### src/rtl/barrel_shifter_pkg.sv
// Shared encodings for the barrel shifter: operation modes and shift direction.
package barrel_shifter_pkg;

  localparam logic [1:0] MODE_LOGICAL  = 2'b00;
  localparam logic [1:0] MODE_ROTATE   = 2'b01;
  localparam logic [1:0] MODE_ARITH    = 2'b10;
  localparam logic [1:0] MODE_RESERVED = 2'b11;  // decodes as logical

  localparam logic DIR_LEFT  = 1'b1;
  localparam logic DIR_RIGHT = 1'b0;

endpackage : barrel_shifter_pkg

### src/rtl/barrel_stage.sv
// One mux stage of the shifter: left shift/rotate by a fixed amount when enabled.
module barrel_stage #(
  parameter int WIDTH = 8,
  parameter int SHIFT = 1
) (
  input  logic [WIDTH-1:0] data_i,
  input  logic             en,
  input  logic             rotate,
  input  logic             fill,
  output logic [WIDTH-1:0] data_o
);

  logic [WIDTH-1:0] shifted;

  always_comb begin
    if (rotate) begin
      shifted = {data_i[WIDTH-1-SHIFT:0], data_i[WIDTH-1:WIDTH-SHIFT]};
    end else begin
      shifted = {data_i[WIDTH-1-SHIFT:0], {SHIFT{fill}}};
    end
    data_o = en ? shifted : data_i;
  end

endmodule : barrel_stage

### src/rtl/barrel_shifter.sv
// Registered barrel shifter: right shifts reuse the left-shift network via bit reversal.
module barrel_shifter
  import barrel_shifter_pkg::*;
#(
  parameter  int WIDTH = 8,
  localparam int SHW   = $clog2(WIDTH)
) (
  input  logic             clk,
  input  logic             rst_n,
  input  logic             in_valid,
  input  logic [WIDTH-1:0] In,
  input  logic [SHW-1:0]   n,
  input  logic             Lr,
  input  logic [1:0]       mode,
  output logic [WIDTH-1:0] Out,
  output logic             out_valid
);

  logic [WIDTH-1:0] pre_shift;
  logic [WIDTH-1:0] result;
  logic             rotate;
  logic             fill_bit;
  logic [WIDTH-1:0] stage_data [SHW+1];

  logic [WIDTH-1:0] out_d, out_q;
  logic             out_valid_d, out_valid_q;

  // Arithmetic fill only matters going right; after reversal the original MSB
  // lands at the LSB end, which is exactly where the left network fills.
  always_comb begin
    rotate   = (mode == MODE_ROTATE);
    fill_bit = (mode == MODE_ARITH) && (Lr == DIR_RIGHT) && In[WIDTH-1];
    for (int i = 0; i < WIDTH; i++) begin
      pre_shift[i] = (Lr == DIR_LEFT) ? In[i] : In[WIDTH-1-i];
    end
  end

  assign stage_data[0] = pre_shift;

  for (genvar k = 0; k < SHW; k++) begin : g_stage
    barrel_stage #(
      .WIDTH (WIDTH),
      .SHIFT (1 << k)
    ) u_stage (
      .data_i (stage_data[k]),
      .en     (n[k]),
      .rotate (rotate),
      .fill   (fill_bit),
      .data_o (stage_data[k+1])
    );
  end

  // NOTE: every variable written here gets a value on every path (Out holds
  // via an explicit out_q term), so no latch is inferred.
  always_comb begin
    for (int i = 0; i < WIDTH; i++) begin
      result[i] = (Lr == DIR_LEFT) ? stage_data[SHW][i] : stage_data[SHW][WIDTH-1-i];
    end
    out_d       = in_valid ? result : out_q;
    out_valid_d = in_valid;
  end

  // NOTE: state registers use non-blocking assignments so all flops update
  // together on the edge regardless of statement order.
  always_ff @(posedge clk or negedge rst_n) begin
    if (!rst_n) begin
      out_q       <= '0;
      out_valid_q <= 1'b0;
    end else begin
      out_q       <= out_d;
      out_valid_q <= out_valid_d;
    end
  end

  assign Out       = out_q;
  assign out_valid = out_valid_q;

endmodule : barrel_shifter

### config.mk
export PLATFORM = sky130hd
export DESIGN_NAME = barrel_shifter
export DESIGN_NICKNAME = d
export VERILOG_FILES = /design/src/rtl/barrel_shifter_pkg.sv /design/src/rtl/barrel_stage.sv /design/src/rtl/barrel_shifter.sv
export SDC_FILE = /design/constraint.sdc
export NUM_CORES = 1
export LEC_CHECK = 0
export ABC_CLOCK_PERIOD_IN_PS = 1200
export CORE_MARGIN = 2
export CORE_UTILIZATION = 51
export DETAILED_ROUTE_END_ITERATION = 10
export HOLD_SLACK_MARGIN = 0.08
export PLACE_DENSITY = 0.94
export SLEW_MARGIN = 25
export SYNTH_ARGS = -nofsm -noshare
export SYNTH_HDL_FRONTEND = slang
export SYNTH_HIERARCHICAL = 1
export SYNTH_SLANG_ARGS = --single-unit
### constraint.sdc
create_clock -name clk -period 1.2 [get_ports clk]
set_input_delay 0.12 -clock clk [delete_from_list [all_inputs] [get_ports clk]]
set_output_delay 0.12 -clock clk [all_outputs]
set_load 0.05 [all_outputs]
==> impl_results.md, run 1 <==
* Critical path capture point type: flip-flop
* Antenna Cells at 0
* Final setup violation count at 8
* Fill cell count at 98
* Pre-CTS WS at -1.13 ns
* Final hold slack at 0.145 ns
* WL met2 at 1.31 mm
* Via density at 5.58
* Final ANT Viol Nets at 0
* Cell Area, Synth at 947 µm²
* DP Wirelength at 1.61 mm
* Most frequent cells in the layout: 24 x mux2_4, 15 x nor2_1, 11 x buf_12
* Count of buffers from port buffering at 25
* Min Tclk post-route at 1.64 ns
* Lkg Pwr at 0.684 nW
* CTS clock-pin slew for the worst setup and hold paths at 0.06 ns
* Max Clk Rate at 609 MHz
* Root buffer cell: clkbuf_4
* DR pass1 iterations at 4
* Top Metal Used: met4
* Least-Margin Pin Slew at 0.411 ns
* Crit path kind: in2reg
* Pwr dens at 993 nW/µm²
* GRT overflow at 0
* Maximum vdd drop at 0.000608 V
* Num rows at 15
* CTS H-Tree Depth at 1
* Worst min path class: in2async
* WL per Instance at 15.4 µm
* Post-Syn Instances at 89
* Tcrit/Tclk final at 137%
* Crit-path max FO at 5
* Largest area contributor in the netlist: mux2_4
* Final-report max-slew violation count at 0
* Syn nets at 106
* CTS tree: yes
* Register area share after synthesis at 23.8%
* WP data arrival at 1.78 ns
* Global-route wire length before repair at 3.46 mm
* Top cells by area, synth: mux2_4 25%, dfrtp_1 24%, mux2i_1 16%
* Longest Clk Path Bufs at 2
* Slew HR at 72.5%
* Share of cells above drive strength 1 at 50.4%
* Vias in the first global route at 841
* Core Area at 1750 µm²
* Synth cell types at 12
* Tot Pwr at 1.45 mW
* Most common cell after layout, fill and taps aside: mux2_4
* Die Y-Extent at 47.1 µm
* Via count at 814
* P&R area growth vs syn at 54.6%
* Die width at 47.1 µm
* Placer Congestion at 0.806
* Die area at 2220 µm²
* Violated checks: negative setup slack
* Post-route clock skew at 0 ns
* Initial antenna violation count at 0
* Outcome: finished with violations
* Worst-Skew Late Latency at 0.27 ns
* GRT Overall Usage at 22.5%
* CTS buffer count at 3
* Final Hold Violating Endpoints at 0
* Warnings, synthesis at 6
* Startpoint Class: primary input
* Synth top area share at 25.4%
* Largest net degree at the start of global routing at 18
* Sink Count at 9
* Critical Path RT at 1.34 ns
* I/O pin cnt at 26
* DRC at 0
* # nets final at 139
* Starting Density at 54.3%
* Wire length on met1 at 753 µm
* Synthesized flop and latch total at 9
* RSZ-0062 raised after global routing: yes
* Synthesized area per cell at 10.6 µm²
* WL final at 2.24 mm
* Initial DRC count at 11
* WL met3 at 116 µm
* Fin worst setup slack at -0.443 ns
* Number of max-cap violations at 0
[final timing paths]
| kind | cells past startpoint | startpoint | to | slack [ns] |
|---|---|---|---|---|
| min in group clk | 5 | Lr | Out[1]$_DFFE_PN0P_ | 0.49 |
| max in group asynchronous | 1 | rst_n | Out[2]$_DFFE_PN0P_ | 0.76 |
| setup reg to reg | 2 | Out[2]$_DFFE_PN0P_ | Out[2]$_DFFE_PN0P_ | 0.48 |
| setup / recovery | 8 | Lr | Out[2]$_DFFE_PN0P_ | -0.44 |
| hold reg to reg | 2 | Out[7]$_DFFE_PN0P_ | Out[7]$_DFFE_PN0P_ | 0.59 |
| hold / removal | 1 | rst_n | Out[7]$_DFFE_PN0P_ | 0.14 |
[through the flow]
step	setup TNS (ns)	instance area (µm²)	util, %	std cells
floorplan	-4.47	963	-	89
global placement	-8.37	1340	76.7	140
detailed placement	-8.83	1340	76.7	140
CTS	-2.83	1440	82.3	146
global route	-3.37	1460	83.9	146
finish	-3.11	1460	83.9	146
[repair_timing]
item                                   4_1_cts  5_1_grt
endpoints found under the hold margin        0        0
cloned                                       1        0
resized for setup                           31        8
hold buffers                                 0        0
pin swaps                                    6        6
setup endpoints to repair                    8        8
buffers inserted                             1        0
[power by group]
group          total [mW]  internal [mW]  switching [mW]
Clock               0.243          0.129           0.114
Combinational       0.818          0.441           0.376
Sequential          0.394          0.346          0.0473
[sequential cells by signal, indices dropped and copies added (netlist names)]
| register | flops |
|---|---|
| Out | 8 |
| out_valid | 1 |
[final cells by class]
class                   instances  area (µm²)  area share [%]
repair buffers                 36         464            31.7
multi-input cells              72         717            49.0
clock buffers                   4        26.3            1.79
flip-flops and latches          9         225            15.4
well taps                      25        31.3            2.14
[metal layers]
metal / global-route usage (%) / vias up
li1: - / 383
met1: 17.9 / 385
met2: 48.8 / 38
met3: 3.85 / 8
met4: 12.2 / 0
met5: 0 / -
[synthesized netlist by cell type]
cell      number
mux2_4        16
a21oi_1       15
mux2i_1       15
nor2_1        15
dfrtp_1        9
mux2_2         9
buf_6          4
clkbuf_2       2
and4bb_2       1
buf_12         1
buf_2          1
nor2b_1        1
[cell families (layout without fill, tap and decap cells)]
logic type,count (synthesis),after routing,synth area share (%)
and+or+nand+nor,17,17,7.93
muxes,40,40,51.9
AOI/OAI and AO/OA,15,15,7.93
DFF,9,9,23.8
buffers and inverters,8,40,8.45
[critical path, cell delays in order]
cell,delay (ns)
buf_8,0.11
buf_12,0.13
mux2_4,0.30
mux2_4,0.28
mux2_4,0.29
mux2_4,0.28
mux2i_1,0.16
a21oi_1,0.11
No activity file was read; power rests on OpenSTA's default activity.
==> run 2, diff against run 1 <==
Settings changed: ABC_CLOCK_PERIOD_IN_PS 1200 to 2000, SLEW_MARGIN 25 to 20.
Clock period 1.2 ns to 2 ns, I/O delays scaled along.
==> run 2 against run 1 <==
Against the previous run:
- the run now ends clean
- global-route usage shrank 1.9 points
- cell area shrank 14%
- sequential cell count is the same
- worst hold slack gained 0.089 ns
- sequential share of layout area grew 2.4 points
- clock power shrank 42%
- total power shrank 47%
- non-clock buffer count shrank 5
- clock skew is the same
- sequential power shrank 44%
- count of clock-buffer cells in the layout is the same
- die area is the same
==> impl_results.md, run 2 (synthesis results as in run 1) <==
* Outcome: finished, final reports clean (was finished with violations)
* Slowest CP cell: clkdlybuf4s50_1 (was mux2_4)
* Final-report max-slew violation count at 0 (unchanged)
* Via density at 5.52 (was 5.58)
* Critical Path RT at 2.11 ns (was 1.34 ns)
* Most frequent cells in the layout: 24 x clkdlybuf4s50_1, 16 x mux2_4, 15 x nor2_1, 12 x mux2i_1, 12 x a21oi_1 (was 24 x mux2_4, 15 x nor2_1, 11 x buf_12)
* DR pass1 iterations at 4 (unchanged)
* CTS tree: yes (unchanged)
* Startpoint Class: primary input (unchanged)
* Root buffer cell: clkbuf_4 (unchanged)
* Num rows at 15 (unchanged)
* Die area at 2220 µm² (unchanged)
* Final hold slack at 0.234 ns (was 0.145 ns)
* Maximum vdd drop at 0.000686 V (was 0.000608 V)
* Crit path kind: in2reg (unchanged)
* Post-route clock skew at 0 ns (unchanged)
* Initial DRC count at 12 (was 11)
* Worst min path class: in2async (unchanged)
* # nets final at 134 (was 139)
* Lkg Pwr at 0.544 nW (was 0.684 nW)
* Largest register FFs at 8 (unchanged)
* Core Area at 1750 µm² (unchanged)
* Largest net degree at the start of global routing at 18 (unchanged)
* Fin util at 72.4% (was 83.9%)
* Count of buffers from port buffering at 25 (unchanged)
* Longest Clk Path Bufs at 2 (unchanged)
* WL final at 2.15 mm (was 2.24 mm)
* CTS buffer count at 3 (unchanged)
* Die width at 47.1 µm (unchanged)
* I/O pin cnt at 26 (unchanged)
* Initial antenna violation count at 0 (unchanged)
* CTS H-Tree Depth at 1 (unchanged)
* Share of cells above drive strength 1 at 35.3% (was 50.4%)
* Total negative slack at 0 ns (was -3.11 ns)
* Final ANT Viol Nets at 0 (unchanged)
* Placer Congestion at 0.775 (was 0.806)
* Pwr dens at 608 nW/µm² (was 993 nW/µm²)
* Most common cell after layout, fill and taps aside: clkdlybuf4s50_1 (was mux2_4)
* WL per Instance at 15.2 µm (was 15.4 µm)
* Worst-Skew Late Latency at 0.26 ns (was 0.27 ns)
* Critical path capture point type: flip-flop (unchanged)
* CP cell instances: clkdlybuf4s50_1, mux2_2, mux2_4, mux2_4, mux2_2, mux2i_1, a21oi_1 (was buf_8, buf_12, mux2_4, mux2_4, mux2_4, mux2_4, mux2i_1, a21oi_1)
* Via count at 778 (was 814)
* Slew HR at 62.1% (was 72.5%)
* Max Clk Rate at 517 MHz
* Crit-path max FO at 3 (was 5)
* DRC at 0 (unchanged)
* Worst path max stage delay at 0.43 ns (was 0.30 ns)
* WP data arrival at 2.05 ns (was 1.78 ns)
* DP Wirelength at 1.58 mm (was 1.61 mm)
* Fill cell count at 130 (was 98)
* GRT Overall Usage at 20.7% (was 22.5%)
* GRT overflow at 0 (unchanged)
* Tot Pwr at 0.769 mW (was 1.45 mW)
* Final setup violation count at 0 (was 8)
* Hold_buf cts at 0 (unchanged)
* Tcrit/Tclk final at 96.8%
* Sink Count at 9 (unchanged)
* Starting Density at 54.3% (unchanged)
* P&R area growth vs syn at 33.4% (was 54.6%)
* Number of max-cap violations at 0 (unchanged)
* Global-route wire length before repair at 3.22 mm (was 3.46 mm)
* Die Y-Extent at 47.1 µm (unchanged)
* Antenna Cells at 0 (unchanged)
* CTS clock-pin slew for the worst setup and hold paths at 0.06 ns (about the same)
* Final Hold Violating Endpoints at 0 (unchanged)
* Least-Margin Pin Slew at 0.567 ns (was 0.411 ns)
* Vias in the first global route at 720 (was 841)
* Min Tclk post-route at 1.94 ns
run 2: cell count changes in the layout (fill, tap and decap cells not counted), sizes merged:
cell	previous run	this run
buf	21	6
dlygate4sd2	10	0
clkdlybuf4s50	4	24
run 2: repair_timing:
action	4_1_cts	5_1_grt
hold endpoints to repair	0	0
endpoints found under the setup margin	8	2
buffers inserted	0	0
pin swaps	0	1
resized for setup	6	3
run 2: report_power, final:
| group | switching (mW) | leakage, nW | internal [mW] |
|---|---|---|---|
| clock network | 0.0631 | 0.0150 | 0.0769 |
| logic | 0.217 | 0.427 | 0.190 |
| registers | 0.0136 | 0.102 | 0.208 |
run 2: area by class of cell:
cell class / instances / area (µm²) / share of cell area (%)
timing repair buffer: 31 / 308 / 24.4
sequential: 9 / 225 / 17.8
multi-input combinational: 72 / 673 / 53.3
tap: 25 / 31.3 / 2.48
clock buffer: 4 / 26.3 / 2.08
run 2: path summary, 6_finish.rpt:
check                                   start                 end  slack (ns)  cells after the start
setup / recovery                        In[7]  Out[7]$_DFFE_PN0P_        0.06                      7
hold / removal                          rst_n  Out[6]$_DFFE_PN0P_        0.23                      1
setup reg to reg           Out[0]$_DFFE_PN0P_  Out[0]$_DFFE_PN0P_        1.28                      2
hold reg to reg            Out[5]$_DFFE_PN0P_  Out[5]$_DFFE_PN0P_        0.53                      2
max in group asynchronous               rst_n  Out[3]$_DFFE_PN0P_        1.47                      1
min in group clk           Out[5]$_DFFE_PN0P_  Out[5]$_DFFE_PN0P_        0.53                      2
run 2: critical path, delay by kind of cell:
kind                   cells  cell delay (ns)
buffers and inverters      1             0.43
AOI/OAI and AO/OA          1             0.09
muxes                      5             1.32
run 2: stage by stage:
step                setup slack (ns)  cells  instance area (µm²)
global route                 -0.0271    141                 1260
floorplan                      0.135     89                  947
global placement              -0.381    137                 1210
detailed placement            -0.465    137                 1210
CTS                           0.0912    141                 1250
finish                        0.0647    141                 1260
run 2: layer usage:
metal  part of all wire [%]  GRT usage (%)  vias up
met3                    3.2           8.08        8
met1                     42           25.5      374
met2                     51           34.0       20
met5                      0              0        -
met4                    3.7           5.00        0
li1                       -              -      376
